--- src/rtl/vm1_vic.sv ---
// vm1_vic - vectored interrupt controller for the processor's vector port.
//
// Collects level requests from peripherals, raises virq_o, and answers the
// processor's vector fetch (wbi_stb_i / wbi_ack_o / wbi_dat_o) with the vector
// of the highest-priority pending source (index 0 highest). The granted source
// receives a one-cycle iack_o pulse so it can drop its request.
//
// Ports:
//   wb_clk_i   in   1     system clock, rising edge
//   wb_rst_i   in   1     asynchronous active-high reset
//   ireq_i     in   N     level interrupt requests
//   ivec_i     in   16*N  packed vectors, source k at [16k+15:16k]
//   iack_o     out  N     one-hot grant pulse to the serviced source
//   virq_o     out  1     vectored interrupt request
//   wbi_stb_i  in   1     vector fetch strobe
//   wbi_ack_o  out  1     vector fetch acknowledge pulse
//   wbi_dat_o  out  16    delivered vector, held until the next delivery
//
// State    | meaning
// ---------+-------------------------------------------------------------
// IDLE     | virq_o tracks requests; a strobe is answered next cycle
// ACK      | wbi_ack_o / iack_o high for exactly this cycle
// WAIT     | strobe still high after the ack; no second ack for it
// HOLD     | virq_o suppressed for HOLD cycles so stale requests settle

module vm1_vic #(
    parameter int          N     = 8,
    parameter int          HOLD  = 2,
    parameter logic [15:0] NOVEC = 16'o000000
) (
    input  logic            wb_clk_i,
    input  logic            wb_rst_i,
    input  logic [N-1:0]    ireq_i,
    input  logic [16*N-1:0] ivec_i,
    output logic [N-1:0]    iack_o,
    output logic            virq_o,
    input  logic            wbi_stb_i,
    output logic            wbi_ack_o,
    output logic [15:0]     wbi_dat_o
);

    typedef enum logic [1:0] {
        S_IDLE = 2'd0,
        S_ACK  = 2'd1,
        S_WAIT = 2'd2,
        S_HOLD = 2'd3
    } state_t;

    localparam logic [3:0] HOLD_W = 4'(HOLD);

    state_t         state_q, state_d;
    logic [3:0]     cnt_q, cnt_d;
    logic           virq_q, virq_d;
    logic           ack_q, ack_d;
    logic [N-1:0]   iack_q, iack_d;
    logic [15:0]    dat_q, dat_d;

    logic           pend;
    logic [N-1:0]   grant;
    logic [15:0]    sel_vec;

    // Priority encoder: first set bit from index 0 upward wins.
    always_comb begin
        pend    = 1'b0;
        grant   = '0;
        sel_vec = 16'h0000;
        for (int k = 0; k < N; k++) begin
            if (ireq_i[k] && !pend) begin
                pend     = 1'b1;
                grant[k] = 1'b1;
                sel_vec  = ivec_i[16*k +: 16];
            end
        end
    end

    // State register
    always_ff @(posedge wb_clk_i or posedge wb_rst_i) begin
        if (wb_rst_i) begin
            state_q <= S_IDLE;
            cnt_q   <= 4'd0;
            virq_q  <= 1'b0;
            ack_q   <= 1'b0;
            iack_q  <= '0;
            dat_q   <= 16'h0000;
        end else begin
            state_q <= state_d;
            cnt_q   <= cnt_d;
            virq_q  <= virq_d;
            ack_q   <= ack_d;
            iack_q  <= iack_d;
            dat_q   <= dat_d;
        end
    end

    // Next-state logic
    always_comb begin
        state_d = state_q;
        cnt_d   = cnt_q;
        case (state_q)
            S_IDLE: begin
                if (wbi_stb_i) state_d = S_ACK;
            end
            S_ACK, S_WAIT: begin
                if (state_q == S_ACK && wbi_stb_i) begin
                    state_d = S_WAIT;
                end else if (!wbi_stb_i) begin
                    if (HOLD_W == 4'd0) begin
                        state_d = S_IDLE;
                    end else begin
                        state_d = S_HOLD;
                        cnt_d   = HOLD_W;
                    end
                end
            end
            S_HOLD: begin
                // Leave when this decrement reaches zero, giving exactly
                // HOLD cycles spent in this state.
                cnt_d = cnt_q - 4'd1;
                if (cnt_q <= 4'd1) begin
                    cnt_d   = 4'd0;
                    state_d = S_IDLE;
                end
            end
            default: begin
                state_d = S_IDLE;
                cnt_d   = 4'd0;
            end
        endcase
    end

    // Output logic (registered through the _d/_q pairs)
    always_comb begin
        virq_d = 1'b0;
        ack_d  = 1'b0;
        iack_d = '0;
        dat_d  = dat_q;
        if (state_q == S_IDLE) begin
            if (wbi_stb_i) begin
                ack_d  = 1'b1;
                iack_d = grant;
                // Vectors are word-aligned: the two low bits are never delivered.
                dat_d  = (pend ? sel_vec : NOVEC) & 16'hFFFC;
            end else begin
                virq_d = pend;
            end
        end
    end

    assign iack_o    = iack_q;
    assign virq_o    = virq_q;
    assign wbi_ack_o = ack_q;
    assign wbi_dat_o = dat_q;

endmodule

--- config.mk ---
export PLATFORM = sky130hd
export DESIGN_NAME = vm1_vic
export DESIGN_NICKNAME = d
export VERILOG_FILES = /design/src/rtl/vm1_vic.sv
export SDC_FILE = /design/constraint.sdc
export NUM_CORES = 1
export LEC_CHECK = 0
export BUFFER_PORTS_ARGS = -buffer_cell sky130_fd_sc_hd__buf_2
export CELL_PAD_IN_SITES_DETAIL_PLACEMENT = 1
export CELL_PAD_IN_SITES_GLOBAL_PLACEMENT = 1
export CORE_MARGIN = 8
export CORE_UTILIZATION = 32
export DETAILED_ROUTE_END_ITERATION = 16
export PLACE_DENSITY = 0.86
export SYNTH_ARGS = -nofsm -noshare
export SYNTH_HDL_FRONTEND = slang
export SYNTH_SLANG_ARGS = --single-unit
--- constraint.sdc ---
create_clock -name wb_clk_i -period 2.97 [get_ports wb_clk_i]
set_clock_uncertainty 0.05 [all_clocks]
set_input_delay 0.1485 -clock wb_clk_i [delete_from_list [all_inputs] [get_ports wb_clk_i]]
set_output_delay 0.1485 -clock wb_clk_i [all_outputs]
set_load 0.02 [all_outputs]
== Word level (Yosys, flattened, before mapping) ==
Index checks and enable logic that the tools add are counted.
Cells by class
  add/sub/neg operators: 1
  $lt $le $gt $ge: 1
  equality and inequality tests: 8
  mux-type cells: 39
  reduce and logical (&&, ||, !) cells: 21
Operators by type and width (number)
  2-to-1 mux 16 bit: 9
  2-to-1 mux 1 bit: 19
  2-to-1 mux 8 bit: 2
  2-to-1 mux 4 bit: 3
  logical AND 1 bit: 8
  2-to-1 mux 2 bit: 4
  != test 2 bit, second input constant: 4
  one-hot mux 4 bit (2 select lines): 1
  zero test 1 bit: 7
  one-hot mux 2 bit (3 select lines): 1
  AND reduction 3 bit: 2
  == test 2 bit, second input constant: 2
  <= comparator 4 x 1 -> 1 bit, second input constant: 1
  subtractor 4 x 1 -> 4 bit, second input constant: 1
  != test 3 bit, second input constant: 1
  == test 2 x 1 -> 1 bit, second input constant: 1
  zero test 2 bit: 1
  AND reduction 2 bit: 1
  nonzero test 2 bit: 1
  OR reduction 2 bit: 1
Word-level totals
  flip-flop bits (word level): 30
  input port bits: 139
  output and inout port bits: 26

== Depth between registers and ports, before layout ==
Gate-level depths: netlist (run 1).
  depth in word-level cells: 24
  mapped depth: 9
  depth with buffers taken out: 7

== Least setup slack after synthesis (run 1) ==
OpenSTA, ideal clock, no wires.
  kind: register to register
  start: reg state_q[0]
  end: reg dat_q[10] (netlist: wbi_dat_o[10])
  data arrival time: 1.501 ns
  required time: 2.793 ns
  slack: 1.292 ns
  stages on the path, launching flop included: 10
  path buffers: 2
  clock period less this slack: 1.678 ns
  path through: dfrtp_1 inv_1 ha_1 nand2_2 inv_2 and4_1 buf_4 buf_6 a22oi_1 o21ai_1
Between the ends
  cells in the longest elaborated chain, start to end: 2
Ends and longest elaborated chain
  from (decl): RTL line 51  | state_t state_q, state_d;
  from (signal assigned): RTL line 86  | state_q <= state_d;
  zero test 2 bit: RTL line 137  | if (state_q == S_IDLE) begin
  AND reduction 2 bit (no line)
  to (signal assigned): RTL line 91  | dat_q <= dat_d;
  to (decl): RTL line 56  | logic [15:0] dat_q, dat_d;
No other way between the ends.
A chain may end at the register's enable or synchronous reset.

== Worst setup path in the final report (run 1) ==
  start: reg state_q[0]
  end: reg dat_q[9] (netlist: wbi_dat_o[9])
The elaborated chain is that of the path after synthesis.

==> flow_summary.json, run 1 <==
{
  "outcome": "completed",
  "ctsResizeCount": 0,
  "wl_um": 11320,
  "cts_tree": "yes",
  "cpLargestDelayFamily": "simple AND/OR/NAND/NOR gates",
  "die_y_um": 106.7,
  "num_rows": 33,
  "p_leak_uw": 0.001583,
  "yosys.area.top_type": "dfrtp_1",
  "layout-drive-gt1-share": 0.3911,
  "vias_per_cell": 5.577,
  "area_growth_pct": 30.81,
  "grt_first_pass_wirelength_um": 17820,
  "path_clk_slew_ns": 0.07,
  "top_layer": "met4",
  "dr.pass1.iters": 4,
  "final_nets": 593,
  "clk_path_buf_depth": 2,
  "mostFrequentLayoutCell": "buf_2",
  "grt_pass1_vias": 3492,
  "drc_errors": 0,
  "dr_total_vias": 3095,
  "ys.flop_type": "dfrtp_1",
  "drt_iter0_drc": 141,
  "path_max_fanout": 19,
  "clock-sinks": 30,
  "wire_per_inst_um": 20.39,
  "pre_cts_ws_ns": 0.7905,
  "ant_nets": 0,
  "yosysWarnings": 0,
  "cp_cell_sequence": "inv_1 > ha_1 > nand2_2 > inv_2 > and4_1 > a22oi_1 > o21ai_1",
  "synth_top_area_share": 0.2853,
  "mostFrequentLayoutCells": "buf_2 (146), o21ai_0 (42), nand2_1 (42), a211oi_1 (30), dfrtp_1 (30)",
  "grt-ovfl-total": 0,
  "slew_violations": 0,
  "fillers": 1035,
  "dieArea_um2": 11380,
  "ir_worst_vdd_v": 0.0002790,
  "worstSetupPathType": "register to register",
  "end_kind": "register",
  "p_total_uw": 2105,
  "syn_inst": 325,
  "track_usage": 0.1931,
  "yosysSeqAreaShare": 0.2853,
  "portBuffers": 146,
  "antenna_cells": 0,
  "cp-start-kind": "register",
  "core_um2": 8093,
  "root_buffer": "clkbuf_8",
  "fmax_ghz": 0.4534,
  "wl_met3_um": 553,
  "synth.area.top_cells": "dfrtp_1 (29%), a211oi_1 (8.6%), o21ai_0 (8.0%), nand2_1 (6.0%), o32a_1 (4.9%)",
  "clk-insertion-delay-late_ns": 0.28,
  "met1_length_um": 4768,
  "critPathArrivalTime_ns": 2.36,
  "die_w_um": 106.7,
  "synthArstFlopShare": 1.000,
  "final_hold_viol_count": 0,
  "setup_tns_ns": 0,
  "post-cts-setup-buffers": 0,
  "numCtsBuffers": 5,
  "grt_antenna_before_repair": 0,
  "synth_cell_types": 44,
  "grt_max_degree": 45,
  "cp.required_ns": 3.12,
  "max_stage_delay_ns": 0.70,
  "synth_seq_cells": 30,
  "synth_area_um2": 2631,
  "worst_slew_pin_slew_ns": 0.7563,
  "cts_hold_buf": 1,
  "path_buf_inv": 2,
  "synth.avg_cell_area_um2": 8.096,
  "htreeDepth": 2,
  "worst_path_max_delay_cell": "and4_1",
  "min_period_ns": 2.206,
  "gp_congestion": 0.7751,
  "start_util": 0.3251,
  "rsz0062_at_grt": "no",
  "fin_crit_sh": 0.7426,
  "wl_met2_um": 5541,
  "cap_violations": 0,
  "hold_path.class": "input port to register",
  "synth-edff-count": 0,
  "slew_headroom": 0.4958,
  "setup_ws_ns": 0.7644,
  "ios": 165,
  "power.density_nw_per_um2": 611.5,
  "place_hpwl_um": 8633,
  "setup_viol": 0
}
## cell usage after synthesis, drive strengths merged, types with 11 or more instances
| cell | count |
|---|---|
| a22oi | 13 |
| nand2 | 44 |
| dfrtp | 30 |
| clkbuf | 13 |
| o32a | 13 |
| inv | 11 |
| o21ai | 55 |
| o31ai | 16 |
| nor2b | 17 |
| a211oi | 39 |
| buf | 22 |
## per-layer routing
layer,up-vias,track usage
met5,-,0
met4,0,0.09146
met3,21,0.03779
met2,108,0.3242
met1,1501,0.2318
li1,1465,-
## report_power, final
group	switching, uW	internal (uW)
sequential	92.8	549
clock	153	234
combinational	655	421
total	901	1200
## worst register-to-register path, stage by stage (launching register included)
cell     delay [ns]
dfrtp_1        0.40
inv_1          0.10
ha_1           0.26
nand2_2        0.09
inv_2          0.26
and4_1         0.71
a22oi_1        0.15
o21ai_1        0.12
## path summary, 6_finish.rpt
check | slack, ns | cells after the start | to | start
setup reg to reg | 0.76 | 7 | wbi_dat_o[9] | state_q[0]
max in group asynchronous | 2.15 | 4 | wbi_dat_o[4] | wb_rst_i
hold reg to reg | 0.46 | 2 | wbi_dat_o[12] | wbi_dat_o[12]
setup / recovery | 0.76 | 7 | wbi_dat_o[9] | state_q[0]
min in group asynchronous | 0.44 | 4 | wbi_dat_o[6] | wb_rst_i
hold / removal | 0.17 | 5 | wbi_dat_o[7] | ivec_i[103]
## area by class of cell
| type | count | area (um2) | share of cell area |
|---|---|---|---|
| inverters | 11 | 41.29 | 0.01200 |
| flip-flops and latches | 30 | 750.7 | 0.2181 |
| repair buffers | 151 | 770.7 | 0.2239 |
| clock buffers | 8 | 110.1 | 0.03199 |
| well taps | 105 | 131.4 | 0.03817 |
| multi-input cells | 250 | 1638 | 0.4758 |
## state kept, by name, indices dropped and copies added (netlist names)
| register | flops |
|---|---|
| wbi_dat_o | 14 |
| cnt_q | 4 |
| iack_o | 8 |
| virq_o | 1 |
| wbi_ack_o | 1 |
| state_q | 2 |
## stage by stage
step	hold WS [ns]	area, um2	util	instances
final	0.1704	3442	0.4253	555
after global placement	0.1966	3322	0.4105	546
after floorplan	0.1893	2635	-	326
after detailed placement	0.2030	3322	0.4105	546
after global routing	0.1934	3442	0.4253	555
after CTS	0.1730	3442	0.4253	555
## logic make-up (layout without fill, tap and decap cells)
kind of cell | count (synthesis) | after routing | synth area share
fa+ha+maj | 5 | 5 | 0.02378
compound gates | 151 | 151 | 0.4132
buf+inv | 46 | 170 | 0.09367
mux | 1 | 1 | 0.003804
other cells | 1 | 2 | 0.001425
flops | 30 | 30 | 0.2853
simple gates | 91 | 91 | 0.1788
No activity file was read; power rests on OpenSTA's default activity.
==> run 2: changes to the inputs <==
--- a/config.mk
+++ b/config.mk
@@ -5,13 +5,14 @@
 export SDC_FILE = /design/constraint.sdc
 export NUM_CORES = 1
 export LEC_CHECK = 0
+export ABC_AREA = 1
 export BUFFER_PORTS_ARGS = -buffer_cell sky130_fd_sc_hd__buf_2
 export CELL_PAD_IN_SITES_DETAIL_PLACEMENT = 1
 export CELL_PAD_IN_SITES_GLOBAL_PLACEMENT = 1
 export CORE_MARGIN = 8
-export CORE_UTILIZATION = 32
+export CORE_UTILIZATION = 24
 export DETAILED_ROUTE_END_ITERATION = 16
-export PLACE_DENSITY = 0.86
+export PLACE_DENSITY = 0.76
 export SYNTH_ARGS = -nofsm -noshare
 export SYNTH_HDL_FRONTEND = slang
 export SYNTH_SLANG_ARGS = --single-unit
==> constraint.sdc (replaced) <==
create_clock -name wb_clk_i -period 1.8 [get_ports wb_clk_i]
set_clock_uncertainty 0.05 [all_clocks]
set_input_delay 0.09 -clock wb_clk_i [delete_from_list [all_inputs] [get_ports wb_clk_i]]
set_output_delay 0.09 -clock wb_clk_i [all_outputs]
set_load 0.02 [all_outputs]
==> flow_summary.json, run 2 <==
{
  "outcome": "completed",
  "path_max_fanout": 4,
  "worst_slew_pin_slew_ns": 0.7994,
  "path_clk_slew_ns": 0.07,
  "p_leak_uw": 0.002184,
  "clock-sinks": 30,
  "pwr-share-comb": 0.478,
  "cp-start-kind": "register",
  "synth.area.top_cells": "dfrtp_1 (31%), nand2_1 (21%), nor2_1 (13%), nand3_1 (9.4%), inv_1 (9.2%)",
  "numCtsBuffers": 5,
  "core_um2": 10090,
  "power.density_nw_per_um2": 927.0,
  "wl_um": 10020,
  "grt_first_pass_wirelength_um": 15770,
  "dr_total_vias": 2976,
  "switching_share": 0.4186,
  "die_w_um": 116.9,
  "cp.required_ns": 1.91,
  "min_period_ns": 1.688,
  "yosys.area.top_type": "dfrtp_1",
  "post-cts-setup-buffers": 0,
  "critPathArrivalTime_ns": 1.80,
  "track_usage": 0.1464,
  "ys.flop_type": "dfrtp_1",
  "synth_common_cells": "nand2_1 (136), nor2_1 (87), inv_1 (60)",
  "p_total_uw": 3234,
  "layout-drive-gt1-share": 0.3286,
  "gp_congestion": 0.7671,
  "wire_per_inst_um": 14.28,
  "ir_worst_vdd_v": 0.0003848,
  "fmax_ghz": 0.5925,
  "mostFrequentLayoutCells": "buf_2 (146), nand2_1 (134), nor2_1 (87), inv_1 (58), nand3_1 (46)",
  "pre_cts_ws_ns": -0.02513,
  "clkPwrFrac": 0.210,
  "synth.most_common_cell": "nand2_1",
  "synth_cell_types": 28,
  "seqPwrFrac": 0.312,
  "synth_area_um2": 2444,
  "htreeDepth": 2,
  "yosysWarnings": 0,
  "synthArstFlopShare": 1.000,
  "drc_errors": 0,
  "yosysSeqAreaShare": 0.3072,
  "synth_top_area_share": 0.3072,
  "dieArea_um2": 13670,
  "multi_input_area_um2": 1376,
  "grt_pass1_vias": 3273,
  "synth_seq_cells": 30,
  "reg2reg_slack_ns": 0.11,
  "syn_inst": 415,
  "setup_viol": 0,
  "synth.avg_cell_area_um2": 5.888,
  "area_growth_pct": 42.75,
  "switching_power_uw": 1354,
  "antenna_cells": 0,
  "portBuffers": 146,
  "cts_tree": "yes",
  "grt_max_degree": 31,
  "fin_crit_sh": 0.9376,
  "setup_ws_ns": 0.1123,
  "dr.pass1.iters": 4,
  "num_rows": 37,
  "die_y_um": 116.9,
  "largest_reg_flops": 14,
  "synth-edff-count": 0,
  "hold_path.class": "input port to register",
  "final_hold_viol_count": 0,
  "final_nets": 709,
  "ant_nets": 0,
  "ios": 165,
  "slew_headroom": 0.4651,
  "root_buffer": "clkbuf_8",
  "utilization": 0.3456,
  "drt_iter0_drc": 85,
  "fillers": 1401,
  "cap_violations": 0,
  "clk_path_buf_depth": 2,
  "worstSetupPathType": "register to register",
  "ff_latch_area_um2": 750.7,
  "grt_antenna_before_repair": 0,
  "vias_per_cell": 4.239,
  "rsz0062_at_grt": "no",
  "mostFrequentLayoutCell": "buf_2",
  "cell_internal_pwr_uw": 1880,
  "slew_violations": 0,
  "end_kind": "register",
  "clk-insertion-delay-late_ns": 0.28,
  "grt-ovfl-total": 0,
  "start_util": 0.2421,
  "place_hpwl_um": 8468
}
## run 2: stage by stage
step | hold slack (ns) | setup TNS [ns] | std cells | cell area (um2)
floorplan | 0.1116 | 0 | 416 | 2447
global placement | 0.1499 | 0 | 692 | 3342
detailed placement | 0.1590 | -0.02513 | 692 | 3342
CTS | 0.03937 | 0 | 702 | 3483
global route | 0.06994 | 0 | 702 | 3488
finish | 0.07159 | 0 | 702 | 3488
## run 2: per-layer routing
layer | vias to the layer above | routed length, um | global-route usage
met4 | 0 | 27 | 0.02304
met1 | 1356 | 4271 | 0.1727
met3 | 2 | 640 | 0.03848
met2 | 77 | 5085 | 0.2639
li1 | 1541 | - | -
met5 | - | 0 | 0
## run 2: worst max-delay path: stages (launching register included)
cell and delay, ns:
dfrtp_1 0.41, inv_2 0.10, ha_4 0.22, nand2_2 0.08, o21ai_1 0.10, or2_2 0.29, nor2_1 0.12, and3_1 0.16
nor3_1 0.04
## run 2: final cells by class
| class | instances | area share |
|---|---|---|
| Tap cell | 136 | 0.04878 |
| Sequential cell | 30 | 0.2152 |
| Clock inverter | 3 | 0.01148 |
| Timing Repair Buffer | 160 | 0.2446 |
| Multi-Input combinational cell | 307 | 0.3945 |
| Inverter | 61 | 0.06564 |
| Clock buffer | 5 | 0.01973 |
## run 2: what timing repair did
action / in CTS / in global routing
setup endpoints to repair: 1 / 13
pin swaps: 0 / 1
endpoints found under the hold margin: 31 / 0
gates resized for setup: 2 / 4
hold buffers: 2 / 0
## run 2: worst paths after layout
| check | start | to | depth (start not counted) |
|---|---|---|---|
| max | state_q[0] | cnt_q[3] | 8 |
| min | ireq_i[6] | iack_o[6] | 3 |
| max reg2reg | state_q[0] | cnt_q[3] | 8 |
| min reg2reg | wbi_dat_o[10] | wbi_dat_o[10] | 2 |
| max in group asynchronous | wb_rst_i | state_q[1] | 4 |
| min in group asynchronous | wb_rst_i | wbi_dat_o[10] | 4 |
## run 2: cells by family (layout without fill, tap and decap cells)
kind of cell               Yosys count  after routing  synth area share
xor gates and xnor gates             1              1          0.003585
adders and majority gates            5              5           0.02560
buffers and inverters               79            229            0.1382
other                                1              2          0.001535
AOI/OAI and AO/OA                   10             10           0.02202
and+or+nand+nor                    289            289            0.5018
DFF                                 30             30            0.3072
## run 2: power groups by stage
stage          clock network [uW]  registers, uW  logic, uW
3_5_place_dp                    0           1020       1500
4_1_cts                       714           1010       1560
3_3_place_gp                    0           1000       1420
5_1_grt                       740           1030       1730
6_report                      679           1010       1550
2_1_floorplan                   0           1190        722
